===== config.mk =====
export PLATFORM = sky130hd
export DESIGN_NAME = mem_block_fetcher
export DESIGN_NICKNAME = d
export VERILOG_FILES = /design/src/rtl/mem_block_fetcher.sv
export SDC_FILE = /design/constraint.sdc
export NUM_CORES = 1
export LEC_CHECK = 0
export BUFFER_PORTS_ARGS = -buffer_cell sky130_fd_sc_hd__clkbuf_2
export CAP_MARGIN = 15
export CORE_ASPECT_RATIO = 1.75
export CORE_MARGIN = 3
export CORE_UTILIZATION = 40
export DETAILED_ROUTE_END_ITERATION = 8
export GPL_TIMING_DRIVEN = 0
export SYNTH_ARGS = -nofsm -noshare
export SYNTH_HDL_FRONTEND = slang
export SYNTH_SLANG_ARGS = --single-unit
export TNS_END_PERCENT = 100

===== constraint.sdc =====
create_clock -name clk -period 4.1 [get_ports clk]
set_input_delay 0.41 -clock clk [delete_from_list [all_inputs] [get_ports clk]]
set_output_delay 0.41 -clock clk [all_outputs]
set_load 0.05 [all_outputs]

===== src/rtl/mem_block_fetcher.sv =====
`timescale 1ns/1ps
`default_nettype none
// ============================================================================
//  Module   : mem_block_fetcher
//  Purpose  : Instruction-cache block-fill engine. Accepts a fill request from
//             the miss handler, issues one memory request, and assembles a
//             block of BEATS_PER_BLOCK beats. Beats arrive critical-beat first
//             and wrap around the block. The critical beat is exposed early
//             (early restart). A per-beat mask shows which slots are written.
//             A synchronous flush cancels any fill.
//  Ports    : clk, arst_n                  - clock, async active-low reset
//             i_halt, i_flush              - global freeze / cancel
//             i_block_addr, i_req_word,
//             i_req_valid, o_req_ready     - fill request from miss handler
//             o_mem_req_*, i_mem_req_ready - memory request channel
//             i_mem_data*, o_mem_ready     - memory beat channel
//             o_block_data, o_beat_mask,
//             o_num_words_rcvd             - assembled block and progress
//             o_crit_data, o_crit_valid    - early-restart critical beat
//             o_block_valid, o_busy        - completion pulse / activity
//  Revision : 1.0 - initial release
// ============================================================================
module mem_block_fetcher #(
  parameter int ADDR_WIDTH      = 16,
  parameter int MEM_DATA_WIDTH  = 40,
  parameter int BEATS_PER_BLOCK = 8,
  parameter int WORDS_PER_BEAT  = 2,
  localparam int BW = $clog2(BEATS_PER_BLOCK),
  localparam int WW = $clog2(BEATS_PER_BLOCK * WORDS_PER_BEAT)
) (
  input  logic                                  clk,
  input  logic                                  arst_n,
  input  logic                                  i_halt,
  input  logic                                  i_flush,
  input  logic [ADDR_WIDTH-1:0]                 i_block_addr,
  input  logic [WW-1:0]                         i_req_word,
  input  logic                                  i_req_valid,
  output logic                                  o_req_ready,
  output logic [ADDR_WIDTH-1:0]                 o_mem_req_addr,
  output logic [BW-1:0]                         o_mem_req_start_beat,
  output logic                                  o_mem_req_valid,
  input  logic                                  i_mem_req_ready,
  input  logic [MEM_DATA_WIDTH-1:0]             i_mem_data,
  input  logic                                  i_mem_data_valid,
  output logic                                  o_mem_ready,
  output logic [MEM_DATA_WIDTH*BEATS_PER_BLOCK-1:0] o_block_data,
  output logic [BEATS_PER_BLOCK-1:0]            o_beat_mask,
  output logic [WW:0]                           o_num_words_rcvd,
  output logic [MEM_DATA_WIDTH-1:0]             o_crit_data,
  output logic                                  o_crit_valid,
  output logic                                  o_block_valid,
  output logic                                  o_busy
);

  // Word-index bits below the beat index.
  localparam int c_word_lsb = $clog2(WORDS_PER_BEAT);
  // Counter value that the final beat of a block is accepted at.
  localparam logic [BW:0] c_cnt_last = (BW+1)'(BEATS_PER_BLOCK - 1);

  typedef enum logic [1:0] {
    ST_IDLE = 2'd0,
    ST_REQ  = 2'd1,
    ST_RECV = 2'd2,
    ST_DONE = 2'd3
  } state_t;

  state_t r_state;
  state_t w_next;

  logic [ADDR_WIDTH-1:0]                     r_addr;
  logic [BW-1:0]                             r_start;
  logic [BW-1:0]                             r_ptr;
  logic [BW:0]                               r_cnt;
  logic [BEATS_PER_BLOCK-1:0]                r_mask;
  logic [MEM_DATA_WIDTH*BEATS_PER_BLOCK-1:0] r_block;
  logic [MEM_DATA_WIDTH-1:0]                 r_crit;
  logic                                      r_crit_valid;

  // Handshake events; flush and halt both veto every transfer.
  logic w_req_fire;
  logic w_memreq_fire;
  logic w_beat_fire;
  logic w_last_beat;

  assign w_req_fire    = (r_state == ST_IDLE) & i_req_valid      & ~i_halt & ~i_flush;
  assign w_memreq_fire = (r_state == ST_REQ)  & i_mem_req_ready  & ~i_halt & ~i_flush;
  assign w_beat_fire   = (r_state == ST_RECV) & i_mem_data_valid & ~i_halt & ~i_flush;
  assign w_last_beat   = w_beat_fire & (r_cnt == c_cnt_last);

  always_comb begin
    w_next          = r_state;
    o_req_ready     = 1'b0;
    o_mem_req_valid = 1'b0;
    o_mem_ready     = 1'b0;
    o_block_valid   = 1'b0;
    case (r_state)
      ST_IDLE: begin
        o_req_ready = ~i_halt;
        if (w_req_fire) w_next = ST_REQ;
      end
      ST_REQ: begin
        // Held through halt, but only counts as accepted when not halted.
        o_mem_req_valid = 1'b1;
        if (w_memreq_fire) w_next = ST_RECV;
      end
      ST_RECV: begin
        o_mem_ready = ~i_halt;
        if (w_last_beat) w_next = ST_DONE;
      end
      ST_DONE: begin
        o_block_valid = 1'b1;
        if (!i_halt) w_next = ST_IDLE;
      end
      default: w_next = ST_IDLE;
    endcase
    if (i_flush) w_next = ST_IDLE;
  end

  always_ff @(posedge clk or negedge arst_n) begin
    if (!arst_n) r_state <= ST_IDLE;
    else         r_state <= w_next;
  end

  always_ff @(posedge clk or negedge arst_n) begin
    if (!arst_n) begin
      r_addr       <= '0;
      r_start      <= '0;
      r_ptr        <= '0;
      r_cnt        <= '0;
      r_mask       <= '0;
      r_block      <= '0;
      r_crit       <= '0;
      r_crit_valid <= 1'b0;
    end else if (i_flush) begin
      r_cnt        <= '0;
      r_mask       <= '0;
      r_crit_valid <= 1'b0;
    end else if (w_req_fire) begin
      // Block data is deliberately left alone until slots are overwritten.
      r_addr       <= i_block_addr;
      r_start      <= BW'(i_req_word >> c_word_lsb);
      r_ptr        <= BW'(i_req_word >> c_word_lsb);
      r_cnt        <= '0;
      r_mask       <= '0;
      r_crit_valid <= 1'b0;
    end else if (w_beat_fire) begin
      r_block[r_ptr*MEM_DATA_WIDTH +: MEM_DATA_WIDTH] <= i_mem_data;
      r_mask[r_ptr] <= 1'b1;
      r_ptr         <= r_ptr + 1'b1;  // wraps at BW bits
      r_cnt         <= r_cnt + 1'b1;
      if (r_cnt == '0) begin
        r_crit       <= i_mem_data;
        r_crit_valid <= 1'b1;
      end
    end
  end

  assign o_mem_req_addr       = r_addr;
  assign o_mem_req_start_beat = r_start;
  assign o_block_data         = r_block;
  assign o_beat_mask          = r_mask;
  assign o_num_words_rcvd     = (WW+1)'(r_cnt) << c_word_lsb;
  assign o_crit_data          = r_crit;
  assign o_crit_valid         = r_crit_valid;
  assign o_busy               = (r_state != ST_IDLE);

endmodule
`default_nettype wire


==> metrics.yaml <==
overflow: 0
synth_edf_count: 0
via_count: 15860
max_freq_ghz: 0.2510
vias_per_cell: 5.741
outcome: "finished, final reports clean"
coreArea_sq_mm: 0.04690
final_util: 0.5102
dieArea_sq_mm: 0.05022
grtUsageTotal: 0.2850
critPathRequiredTime_ns: 4.55
drc: 0
synth_ff_type: "dfrtp_1"
endpoint_kind: "flop"
final_antenna_net_count: 0
cts-root-buf: "clkbuf_16"
ys_async_sr_fraction: 1.000
cts_tree: "yes"
clock_latency_ns: 0.56
clkTransAtPathRegs_ns: 0.07
grt_pass1_vias: 16440
internal-power_w: 0.009377
io_pins: 465
nNetsFinal: 2230
critical_path_class: "flop to flop"
firstDrtPassIters: 8
antenna_found_initial: 1
syn-num-nets: 1721
hold_viol_final: 0
start_kind: "flop"
comb_power_share: 0.577
dpl.hpwl_um: 57620
synth_area_sq_mm: 0.01899
period_needed_ns: 3.984
start_util: 0.4048
drv_slew: 0
clock_path_buffers: 3
fin_skew_ns: 0.02496
port_buffers: 456
synthCells: 1637
synth_warnings: 0
p_switching_w: 0.01015
p_sw_frac: 0.5199
die_x_um: 170.7
cts_max_level: 2
routedWlPerCell_um: 26.65
drt_iter0_drc: 1065
worst_pin_slew_ns: 1.190
synth_area_per_cell_sq_um: 11.60
max_slew_margin: 0.2053
p_seq_frac: 0.235
maxCapViolations: 0
ys_types: 70
grt_first_pass_wirelength_um: 107300
synth-seq-cells: 397
finalSetupViolCount: 0
wirelength_um: 73630
cts_made_buffers: 38
timing.final.crit_share: 0.9716
clkPwrFrac: 0.188
critPathMaxFanout: 10
grt_max_degree: 117
cts.sinks: 397
drive_gt1_frac: 0.4545
timing.hold.ws_ns: 0.1012
hold_path.class: "input pin to flop"
ys_seq_area_frac: 0.5232
arrival_ns: 4.44
rows: 105
gp_congestion: 0.9422
peakVddDrop_mv: 0.4550
die_h_um: 294.2
p_leak_nw: 12.21
areaGrowthSynthToFinish_pct: 26.02
p_per_area_mw_per_mm2: 816.2
-- area by class of cell --
class / count / area (sq um)
Timing Repair Buffer: 476 / 2616
Multi-Input combinational cell: 1102 / 8797
Inverter: 40 / 150.1
Fill cell: 4331 / 22970
Buffer: 91 / 410.4
Clock inverter: 12 / 160.2
Sequential cell: 397 / 9936
Clock buffer: 56 / 1119
Antenna cell: 1 / 2.502
Tap cell: 588 / 735.7
-- cell usage after synthesis (all sizes together) (2+ instances only) --
| master | count | area, sq um |
|---|---|---|
| a211oi | 2 | 15.01 |
| a21boi | 2 | 15.02 |
| a21o | 10 | 75.07 |
| a21oi | 51 | 266.5 |
| a221oi | 2 | 35.04 |
| a22o | 31 | 271.5 |
| a22oi | 19 | 142.6 |
| a31oi | 17 | 106.4 |
| a32oi | 3 | 33.79 |
| and2 | 3 | 18.77 |
| buf | 43 | 202.7 |
| clkbuf | 55 | 206.5 |
| dfrtp | 397 | 9935 |
| ha | 17 | 212.7 |
| inv | 40 | 150.1 |
| mux2 | 342 | 3851 |
| mux2i | 47 | 470.5 |
| nand2 | 141 | 529.3 |
| nand2b | 11 | 68.82 |
| nand3 | 31 | 155.2 |
| nand3b | 2 | 15.01 |
| nand4 | 13 | 81.33 |
| nor2 | 94 | 360.3 |
| nor2b | 8 | 50.05 |
| nor3 | 25 | 186.4 |
| nor3b | 2 | 25.02 |
| nor4 | 2 | 12.51 |
| o211ai | 6 | 45.04 |
| o21ai | 79 | 395.4 |
| o21bai | 2 | 15.01 |
| o22a | 9 | 78.83 |
| o22ai | 67 | 419.2 |
| o2bb2ai | 9 | 78.83 |
| o31ai | 4 | 43.79 |
| o32ai | 4 | 50.05 |
| or2 | 8 | 50.05 |
| or3 | 12 | 75.07 |
| or4 | 4 | 33.78 |
| xnor2 | 6 | 52.55 |
| xor2 | 3 | 26.28 |
-- timing repair --
action / in CTS / in global routing
resized for setup: 54 / 44
setup endpoints to repair: 291 / 310
buffers inserted: 5 / 9
pin swaps: 4 / 11
endpoints found under the hold margin: 59 / 0
hold buffers: 1 / 0
-- critical path, stage by stage, from the launching register on --
cell and delay (ns):
dfrtp_1 0.43, buf_2 0.25, buf_2 0.31, inv_1 0.25
ha_1 0.45, clkbuf_2 0.28, buf_1 0.54, clkbuf_1 0.50
nand2_1 0.37, o22a_1 0.32, o21ai_0 0.19
-- through the flow --
stage | worst slack (ns) | TNS (ns) | cell area, sq um | total power (W) | cells
CTS | -0.1158 | -2.130 | 23630 | 0.01917 | 2756
finish | 0.1163 | 0 | 23930 | 0.01953 | 2763
global route | -0.003494 | -0.005842 | 23920 | 0.02038 | 2762
global placement | -5.989 | -2442.68 | 22000 | 0.01505 | 2681
detailed placement | -0.8089 | -88.94 | 22110 | 0.01520 | 2686
floorplan | 0.4100 | 0 | 18990 | 0.01150 | 1637
-- state kept, by name, indices dropped and copies added, names as in the netlist --
register              flops
o_mem_req_start_beat      3
o_beat_mask               8
r_cnt                     4
r_ptr                     3
r_state                   2
o_mem_req_addr           16
o_block_data            320
o_crit_data              40
o_crit_valid              1
-- power groups by stage --
stage | registers [W] | clock network (W) | logic (W)
finish | 0.00460 | 0.00367 | 0.0113
global route | 0.00464 | 0.00390 | 0.0118
CTS | 0.00459 | 0.00376 | 0.0108
detailed placement | 0.00467 | 0 | 0.0105
global placement | 0.00465 | 0 | 0.0104
floorplan | 0.00604 | 0 | 0.00546
-- logic make-up after synthesis --
group | Yosys count | share of synthesized area
xor gates and xnor gates | 9 | 0.004152
adders and majority gates | 17 | 0.01120
muxes | 389 | 0.2276
AOI/OAI and AO/OA | 325 | 0.1141
buffers and inverters | 138 | 0.02946
other | 1 | 0.0001975
and+or+nand+nor | 361 | 0.09002
DFF | 397 | 0.5232
-- cells in the final DEF (no fill, tap or decap), types with 42 or more instances in the layout --
cell type / n
clkbuf_2: 469
dfrtp_1: 396
mux2_2: 338
nand2_1: 140
nor2_1: 84
o21ai_0: 66
o22ai_1: 65
mux2i_1: 47
a21oi_1: 43
clkbuf_1: 42
-- final timing paths --
kind	startpoint	endpoint	slack, ns	cells after the start
max in group asynchronous	arst_n	r_ptr[2]$_DFFE_PN0P_	2.09	4
worst max-delay path	r_ptr[0]$_DFFE_PN0P_	o_block_data[72]$_DFFE_PN0P_	0.12	10
worst min-delay path	i_block_addr[4]	o_mem_req_addr[4]$_DFFE_PN0P_	0.10	2
min in group asynchronous	arst_n	o_block_data[209]$_DFFE_PN0P_	0.42	2
worst max register to register	r_ptr[0]$_DFFE_PN0P_	o_block_data[72]$_DFFE_PN0P_	0.12	10
worst min register to register	o_block_data[116]$_DFFE_PN0P_	o_block_data[116]$_DFFE_PN0P_	0.48	2
-- routing by layer --
metal	wire length [um]	global-route usage	up-vias	share of wire
met5	0	0	-	0
li1	-	-	6941	-
met3	4973	0.05806	231	0.068
met4	4875	0.1509	0	0.066
met2	38100	0.5133	751	0.52
met1	25680	0.3110	7939	0.35
No activity file was read; power rests on OpenSTA's default activity.
